File: src/rtl/emu_clock_pkg.sv
// Shared types and helpers for the emulated-clock tick scheduler.
// Latency: n/a (declarations only).
// Backpressure: n/a.
package emu_clock_pkg;

  // Widest ps quantity the helper below handles; also the default TIME_WIDTH.
  localparam int DEF_TIME_WIDTH = 64;

  typedef logic [DEF_TIME_WIDTH-1:0] ps_t;

  // WAIT counts down to the next edge, FIRE holds a due edge until it retires.
  typedef enum logic [0:0] {
    S_WAIT = 1'b0,
    S_FIRE = 1'b1
  } state_e;

  // a - b clamped at zero; an advance can never drive time-to-edge negative.
  function automatic ps_t sat_sub(input ps_t a, input ps_t b);
    return (b >= a) ? '0 : (a - b);
  endfunction

endpackage

File: src/rtl/emu_cycle_counter.sv
// Counts retired modeled-clock edges; free-running 64-bit wrap counter.
// Latency: count reflects an enable one host cycle later.
// Backpressure: none; increments on every enabled cycle.
module emu_cycle_counter (
  input  logic        clk,
  input  logic        rstn,
  input  logic        en,
  output logic [63:0] count
);

  // Synchronous clear, natural wrap from all-ones back to zero.
  always_ff @(posedge clk) begin
    if (!rstn) begin
      count <= '0;
    end else if (en) begin
      count <= count + 64'd1;
    end
  end

endmodule

File: src/rtl/emu_clock_tick.sv
// Tick scheduler for one modeled DUT clock: turns ps time advances into edge enables.
// Latency: an advance reaching the edge gives ff/ram enables the next host cycle.
// Backpressure: adv_ready drops while an edge is pending; stall/run_en hold the edge.
// Optional: define EMU_CLOCK_CYCLE_CNT_EN to add the 64-bit cycle_count output.
// TIME_WIDTH may be at most emu_clock_pkg::DEF_TIME_WIDTH (64).
module emu_clock_tick
  import emu_clock_pkg::*;
#(
  parameter longint unsigned CYCLE_PERIOD_PS = 10000,
  parameter longint unsigned PHASE_SHIFT_PS  = 0,
  parameter int              TIME_WIDTH      = DEF_TIME_WIDTH
) (
  input  logic                  host_clk,
  input  logic                  host_rstn,
  input  logic                  run_en,
  input  logic                  stall,
  input  logic                  adv_valid,
  input  logic [TIME_WIDTH-1:0] adv_ps,
  output logic                  adv_ready,
  output logic [TIME_WIDTH-1:0] next_edge_ps,
  output logic                  ff_clk_en,
  output logic                  ram_clk_en,
  output logic                  overshoot_err
`ifdef EMU_CLOCK_CYCLE_CNT_EN
  ,
  output logic [63:0]           cycle_count
`endif
);

  // No edge at t=0: a zero phase means the first edge is one full period out.
  localparam logic [TIME_WIDTH-1:0] PERIOD = TIME_WIDTH'(CYCLE_PERIOD_PS);
  localparam logic [TIME_WIDTH-1:0] RESET_REMAIN =
    (PHASE_SHIFT_PS == 0) ? TIME_WIDTH'(CYCLE_PERIOD_PS) : TIME_WIDTH'(PHASE_SHIFT_PS);

  state_e                  state;
  logic [TIME_WIDTH-1:0]   remain;
  logic [TIME_WIDTH-1:0]   remain_sub;
  logic                    adv_take;
  logic                    adv_hits_edge;
  logic                    adv_overshoots;
  logic                    fire_active;

  // Advance bookkeeping and edge outputs. Enables are masked during reset so a
  // pending edge is dropped silently rather than pulsing in the reset cycle.
  always_comb begin
    fire_active    = (state == S_FIRE);
    adv_ready      = !fire_active;
    adv_take       = adv_valid && !fire_active;
    adv_hits_edge  = (adv_ps >= remain);
    adv_overshoots = (adv_ps > remain);
    remain_sub     = TIME_WIDTH'(sat_sub(ps_t'(remain), ps_t'(adv_ps)));
    next_edge_ps   = fire_active ? '0 : remain;
    ram_clk_en     = fire_active && run_en && host_rstn;
    ff_clk_en      = ram_clk_en && !stall;
  end

  // Countdown / fire sequencing; the overshoot flag is sticky until reset.
  always_ff @(posedge host_clk) begin
    if (!host_rstn) begin
      state         <= S_WAIT;
      remain        <= RESET_REMAIN;
      overshoot_err <= 1'b0;
    end else begin
      case (state)
        S_WAIT: begin
          if (adv_take) begin
            remain <= remain_sub;
            if (adv_hits_edge) begin
              state <= S_FIRE;
            end
            if (adv_overshoots) begin
              overshoot_err <= 1'b1;
            end
          end
        end
        S_FIRE: begin
          if (ff_clk_en) begin
            state  <= S_WAIT;
            remain <= PERIOD;
          end
        end
        default: begin
          state <= S_WAIT;
        end
      endcase
    end
  end

`ifdef EMU_CLOCK_CYCLE_CNT_EN
  emu_cycle_counter u_cycle_counter (
    .clk   (host_clk),
    .rstn  (host_rstn),
    .en    (ff_clk_en),
    .count (cycle_count)
  );
`endif

endmodule
File: config.mk
export PLATFORM = sky130hd
export DESIGN_NAME = emu_clock_tick
export DESIGN_NICKNAME = d
export VERILOG_FILES = /design/src/rtl/emu_clock_pkg.sv /design/src/rtl/emu_cycle_counter.sv /design/src/rtl/emu_clock_tick.sv
export SDC_FILE = /design/constraint.sdc
export NUM_CORES = 1
export LEC_CHECK = 0
export ABC_AREA = 1
export CAP_MARGIN = 25
export CORE_MARGIN = 2
export CORE_UTILIZATION = 48
export CTS_BUF_LIST = sky130_fd_sc_hd__clkbuf_16
export DETAILED_ROUTE_END_ITERATION = 16
export HOLD_SLACK_MARGIN = 0.06
export PLACE_DENSITY_LB_ADDON = 0.25
export RECOVER_POWER = 25
export SLEW_MARGIN = 20
export SYNTH_ARGS = -nofsm -noshare
export SYNTH_HDL_FRONTEND = slang
export SYNTH_SLANG_ARGS = --single-unit
File: constraint.sdc
create_clock -name host_clk -period 6 [get_ports host_clk]
set_input_delay 0.9 -clock host_clk [delete_from_list [all_inputs] [get_ports host_clk]]
set_output_delay 0.9 -clock host_clk [all_outputs]
set_load 0.01 [all_outputs]
Word level (Yosys, flattened, before mapping)
Index checks and enable logic that the tools add are counted.

word-level totals
  memories = 0
  memory bits (writable) = 0
  latch bits = 0
  output and inout bits = 68
  memory bits (read-only) = 0
  bits in registers = 66
  input port bits = 69

operators by class
  reduce and logical (&&, ||, !) cells = 8
  multiply operators = 0
  divide/modulo/power cells = 0
  mux-type cells = 9
  shift-type cells = 0
  equal/unequal tests = 2
  bitwise gates (word level) = 1
  add/subtract/negate cells = 1
  order comparisons = 2

operators with widths
  cell                number
  $mux 64             4
  $pmux 64 s2         1
  $ge 64x64->1        1
  $gt 64x64->1        1
  $sub 64x64->64      1
  $logic_and 1x1->1   4
  $ne 2x2->1 const B  2
  $mux 1              3
  $reduce_and 3->1    1
  $logic_not 1->1     2
  $pmux 1 s2          1
  $reduce_and 2->1    1
  $not 1->1           1

Logic depth before layout (Yosys ltp)
  depth after elaboration = 5
  depth in mapped cells = 20
  depth with buffers taken out = 18

Least setup slack after synthesis
Ideal clock, no wire load.

  kind = input -> register
  start point = input adv_ps[0]
  end point = register remain[24]
  buffers on the path = 2
  setup time = 71 ps
  arrival time = 2,850 ps
  stages on the path = 19
  slack = 3,079 ps
  cell sequence = ha_1 -> fa_1 -> inv_1 -> nand3_2 -> nand2_2 -> nand2_1 -> nand2_2 -> nand2_1 -> nand2_2 -> nand2_1 -> nand2_2 -> nand2_1 -> nand2_2 -> nand2_4 -> nor2_4 -> buf_6 -> buf_12 -> nand2_2 -> a21oi_2

on the way
  word-level cells in the longest chain between the ends = 4

ends and longest elaborated chain
  item                                                   line                  RTL
  start: declaration                                     emu_clock_tick.sv:18  input logic [TIME_WIDTH-1:0] adv_ps,
  $sub 64x64->64 / $ge 64x64->1 (equally long branches)  emu_clock_pkg.sv:19   return (b >= a) ? '0 : (a - b);
  $mux 64 (*)                                            emu_clock_pkg.sv:19
  $mux 64 (*)                                            emu_clock_tick.sv:66  if (adv_take) begin
  $pmux 64 s2 (*)                                        emu_clock_tick.sv:64  case (state)
  end signal: assignment                                 emu_clock_tick.sv:67  remain <= remain_sub;
  end: declaration                                       emu_clock_tick.sv:36  logic [TIME_WIDTH-1:0] remain;

Mark *: on every way between the ends. The rest lies on a longest branch, timed or not. The select of a mux whose other input is x is not followed.
A chain may end at the register's enable or synchronous reset.

Final worst setup path
  start point = register state (netlist: fire_active)
  end point = output ff_clk_en

on the way
  word-level cells in the longest chain between the ends = 3

ends and longest elaborated chain
  item                             line                  RTL
  start: declaration               emu_clock_tick.sv:35  state_e state;
  start signal: assignment         emu_clock_tick.sv:60  state <= S_WAIT;
  start signal: assignment         emu_clock_tick.sv:69  state <= S_FIRE;
  start signal: assignment         emu_clock_tick.sv:78  state <= S_WAIT;
  $logic_and 1x1->1 (2 in series)  emu_clock_tick.sv:53  ram_clk_en = fire_active && run_en && host_rstn;
  $logic_and 1x1->1                emu_clock_tick.sv:54  ff_clk_en = ram_clk_en && !stall;
  end: declaration                 emu_clock_tick.sv:21  output logic ff_clk_en,

No other way between the ends.

==> qor.csv <==
stage,metric,value,unit
logic_synthesis,"Top FF cell, synth",dfxtp_1,
timing,slew margin rel.,35.07,%
worst_setup_path,max incr delay on CP,770,ps
logic_synthesis,Synth cell types,33,
placement,PortBufs,136,
final_layout,Finished Layout Cells,2226,
logic_synthesis,syn nets,1971,
grt,vias in the first global route,9820,
worst_setup_path,CP bufs+invs,3,
clock_network,CTS tree,done,
drt,vias per cell,4.813,
worst_setup_path,Critical Path Fanout Max,65,
timing,# setup viols final,0,
clock_network,Clock Latency Late Sink,350,ps
drt,Detailed Route WL,32920,µm
clock_network,cts repair resizes,0,
power,leak pwr,6.553,nW
logic_synthesis,Synth top area share,27.78,%
drt,DR DRC count,0,
clock_network,clock sink total,66,
power,power density cells,130.0,nW/µm²
outcome,run status,"complete, no violations",
grt,total global routing overflow,0,
final_layout,Final Util,59.67,%
final_layout,FILL cells,2004,
placement,Placed Cells,2210,
clock_network,cts hold-fix bufs,0,
timing,crit share post-route,67.97,%
logic_synthesis,yosys warns,0,
logic_synthesis,"area leader, netlist",nand2_1,
worst_setup_path,CP required,5100,ps
floorplan,die width,142.9,µm
placement,DP HPWL,27590,µm
logic_synthesis,sequential-to-total area share from yosys stat,14.27,%
floorplan,FP Rows,50,
worst_setup_path,crit path kind,flop to output pin,
final_layout,nets@finish,2095,
clock_network,CTS Buf Count,9,
logic_synthesis,"top cells by count, synth","nand2_1 (685), inv_1 (456), nor2_1 (250)",
drt,routed len/inst,14.79,µm
worst_setup_path,startpoint types,flop,
worst_setup_path,crit path cell chain,buf_4 > clkinv_1 > nor4_1 > clkdlybuf4s50_1,
floorplan,# IOs,137,
drt,Detail Route Antenna Nets,0,
logic_synthesis,Synth Register Bits,66,
logic_synthesis,async set-reset flop share out of synthesis,0,%
worst_setup_path,Critical Path AT,3180,ps
timing,total negative slack,0,ps
clock_network,H-tree levels,3,
floorplan,Initial Util,49.16,%
placement,post-place setup slack,1824,ps
job,total of max-cap violations,0,
timing,Worst Slack Setup Final,1922,ps
clock_network,clock tree root buffer cell,clkbuf_16,
logic_synthesis,Post-synth EDFFs,0,
grt,Total GRT Usage,32.72,%
timing,Tmin final,4078,ps
timing,f_max,0.2452,GHz
floorplan,Die ar.,20410,µm²
floorplan,die span in y,142.9,µm
drt,DR vias,10713,
worst_setup_path,r2r setup slk,2260,ps
clock_network,Max clock buf depth,2,
drt,1st-iter DRT viols,710,
placement,gpl congestion,0.9835,
timing,max-slew violations,0,
grt,global-route wire length before repair,51150,µm
logic_synthesis,Cells after Synth,1837,
worst_setup_path,Worst path top cell family by delay,buffers and inverters,
worst_setup_path,CP max stage cell,nor4_1,
timing,worst-margin pin slew,971.2,ps
timing,skew final,9.350,ps
clock_network,clock transition at the registers of the reported paths,60,ps
worst_hold_path,Hold Crit Class,flop to flop,
logic_synthesis,Syn Std Cell Area,9256,µm²
timing,Fin. Hold Viols,0,
floorplan,Core ar.,18830,µm²
power,"IR drop worst, VDD",0.0001270,V
worst_setup_path,Critical Path End Type,output pin,
grt,initial antenna violation count,0,
grt,largest net degree at the start of global routing,66,
logic_synthesis,syn avg cell area,5.039,µm²
final_layout,layout cells sized above 1,3.866,%
final_layout,Antenna diodes,0,
logic_synthesis,"count leader, synth",nand2_1,
drt,TritonRoute pass-1 iters,5,
timing,RSZ-0062 raised after global routing,false,
clock_network,postcts setup bufs,0,
logic_synthesis,"top cells by area, synth","nand2_1 (28%), inv_1 (18%), dfxtp_1 (14%)",
final_layout,P&R area growth vs syn,21.40,%
layer usage:
metal  GRT usage [%]  wire (µm)  vias to the layer above
met3           4.795       2202                       62
met4           14.12       1282                        0
met2           50.84      13730                      360
met5               0          0                        -
met1           45.04      15700                     4683
li1                -          -                     5608
cells by family (layout without fill, tap and decap cells):
group / after synthesis / in the layout / synth area share [%]
AO/OA/AOI/OAI: 103 / 103 / 6.056
XOR/XNOR: 37 / 37 / 3.501
adder cells (fa/ha/maj): 65 / 65 / 8.867
buffers and inverters: 491 / 620 / 20.30
flip-flops: 66 / 66 / 14.27
AND/OR/NAND/NOR: 1075 / 1075 / 47.00
tightest hold or removal path, cell delays in order, from the launching register on:
cell	delay, ps
dfxtp_1	320
nand2_1	60
a21oi_1	60
final cells by class:
cell class	instances	area (µm²)	area share [%]
timing repair buffer	141	1426	12.69
inverter	463	1738	15.47
tap	260	325.3	2.895
multi-input combinational	1280	6058	53.91
sequential	66	1323	11.77
clock buffer	9	225.2	2.004
clock inverter	7	141.4	1.258
state kept, by name (all words and copies together) (netlist names):
register	count
fire_active	1
overshoot_err	1
remain	64
power by group:
group | internal [W] | switching, W
Clock | 0.000449 | 0.000245
Sequential | 0.000443 | 0.00000241
Combinational | 0.000121 | 0.000201
layout by cell type (no fill, tap or decap), types with 2 or more instances in the layout:
master,count
nand2_1,685
inv_1,456
nor2_1,249
clkdlybuf4s50_1,104
a21oi_1,75
dfxtp_1,65
ha_1,64
nand3_1,60
dlygate4sd3_1,32
xor2_1,31
nand2_2,22
nand4_1,19
o21ai_0,15
nor3_1,12
a21oi_2,10
clkbuf_16,9
nor2_4,8
nor2_2,7
xnor2_1,6
inv_2,5
nor4_1,5
bufinv_16,4
clkinv_1,3
buf_4,3
o21bai_1,2
and2_1,2
nand3b_1,2
clkinv_4,2
path summary, 6_finish.rpt:
path,from,end,cells after the start
worst max-delay path,fire_active,ff_clk_en,4
worst min-delay path,remain[0],remain[0],2
worst max register to register,fire_active,remain[51],10
worst min register to register,remain[0],remain[0],2
per-stage QoR:
stage	hold WS [ps]	total power [W]	area (µm²)
final	477.4	0.001460	11240
after global routing	505.7	0.001510	11240
after CTS	472.5	0.001462	11240
after detailed placement	463.4	0.0007720	10870
after global placement	452.5	0.0007697	10830
after floorplan	445.3	0.0006504	9256
Power figures use the tool's default switching activity.
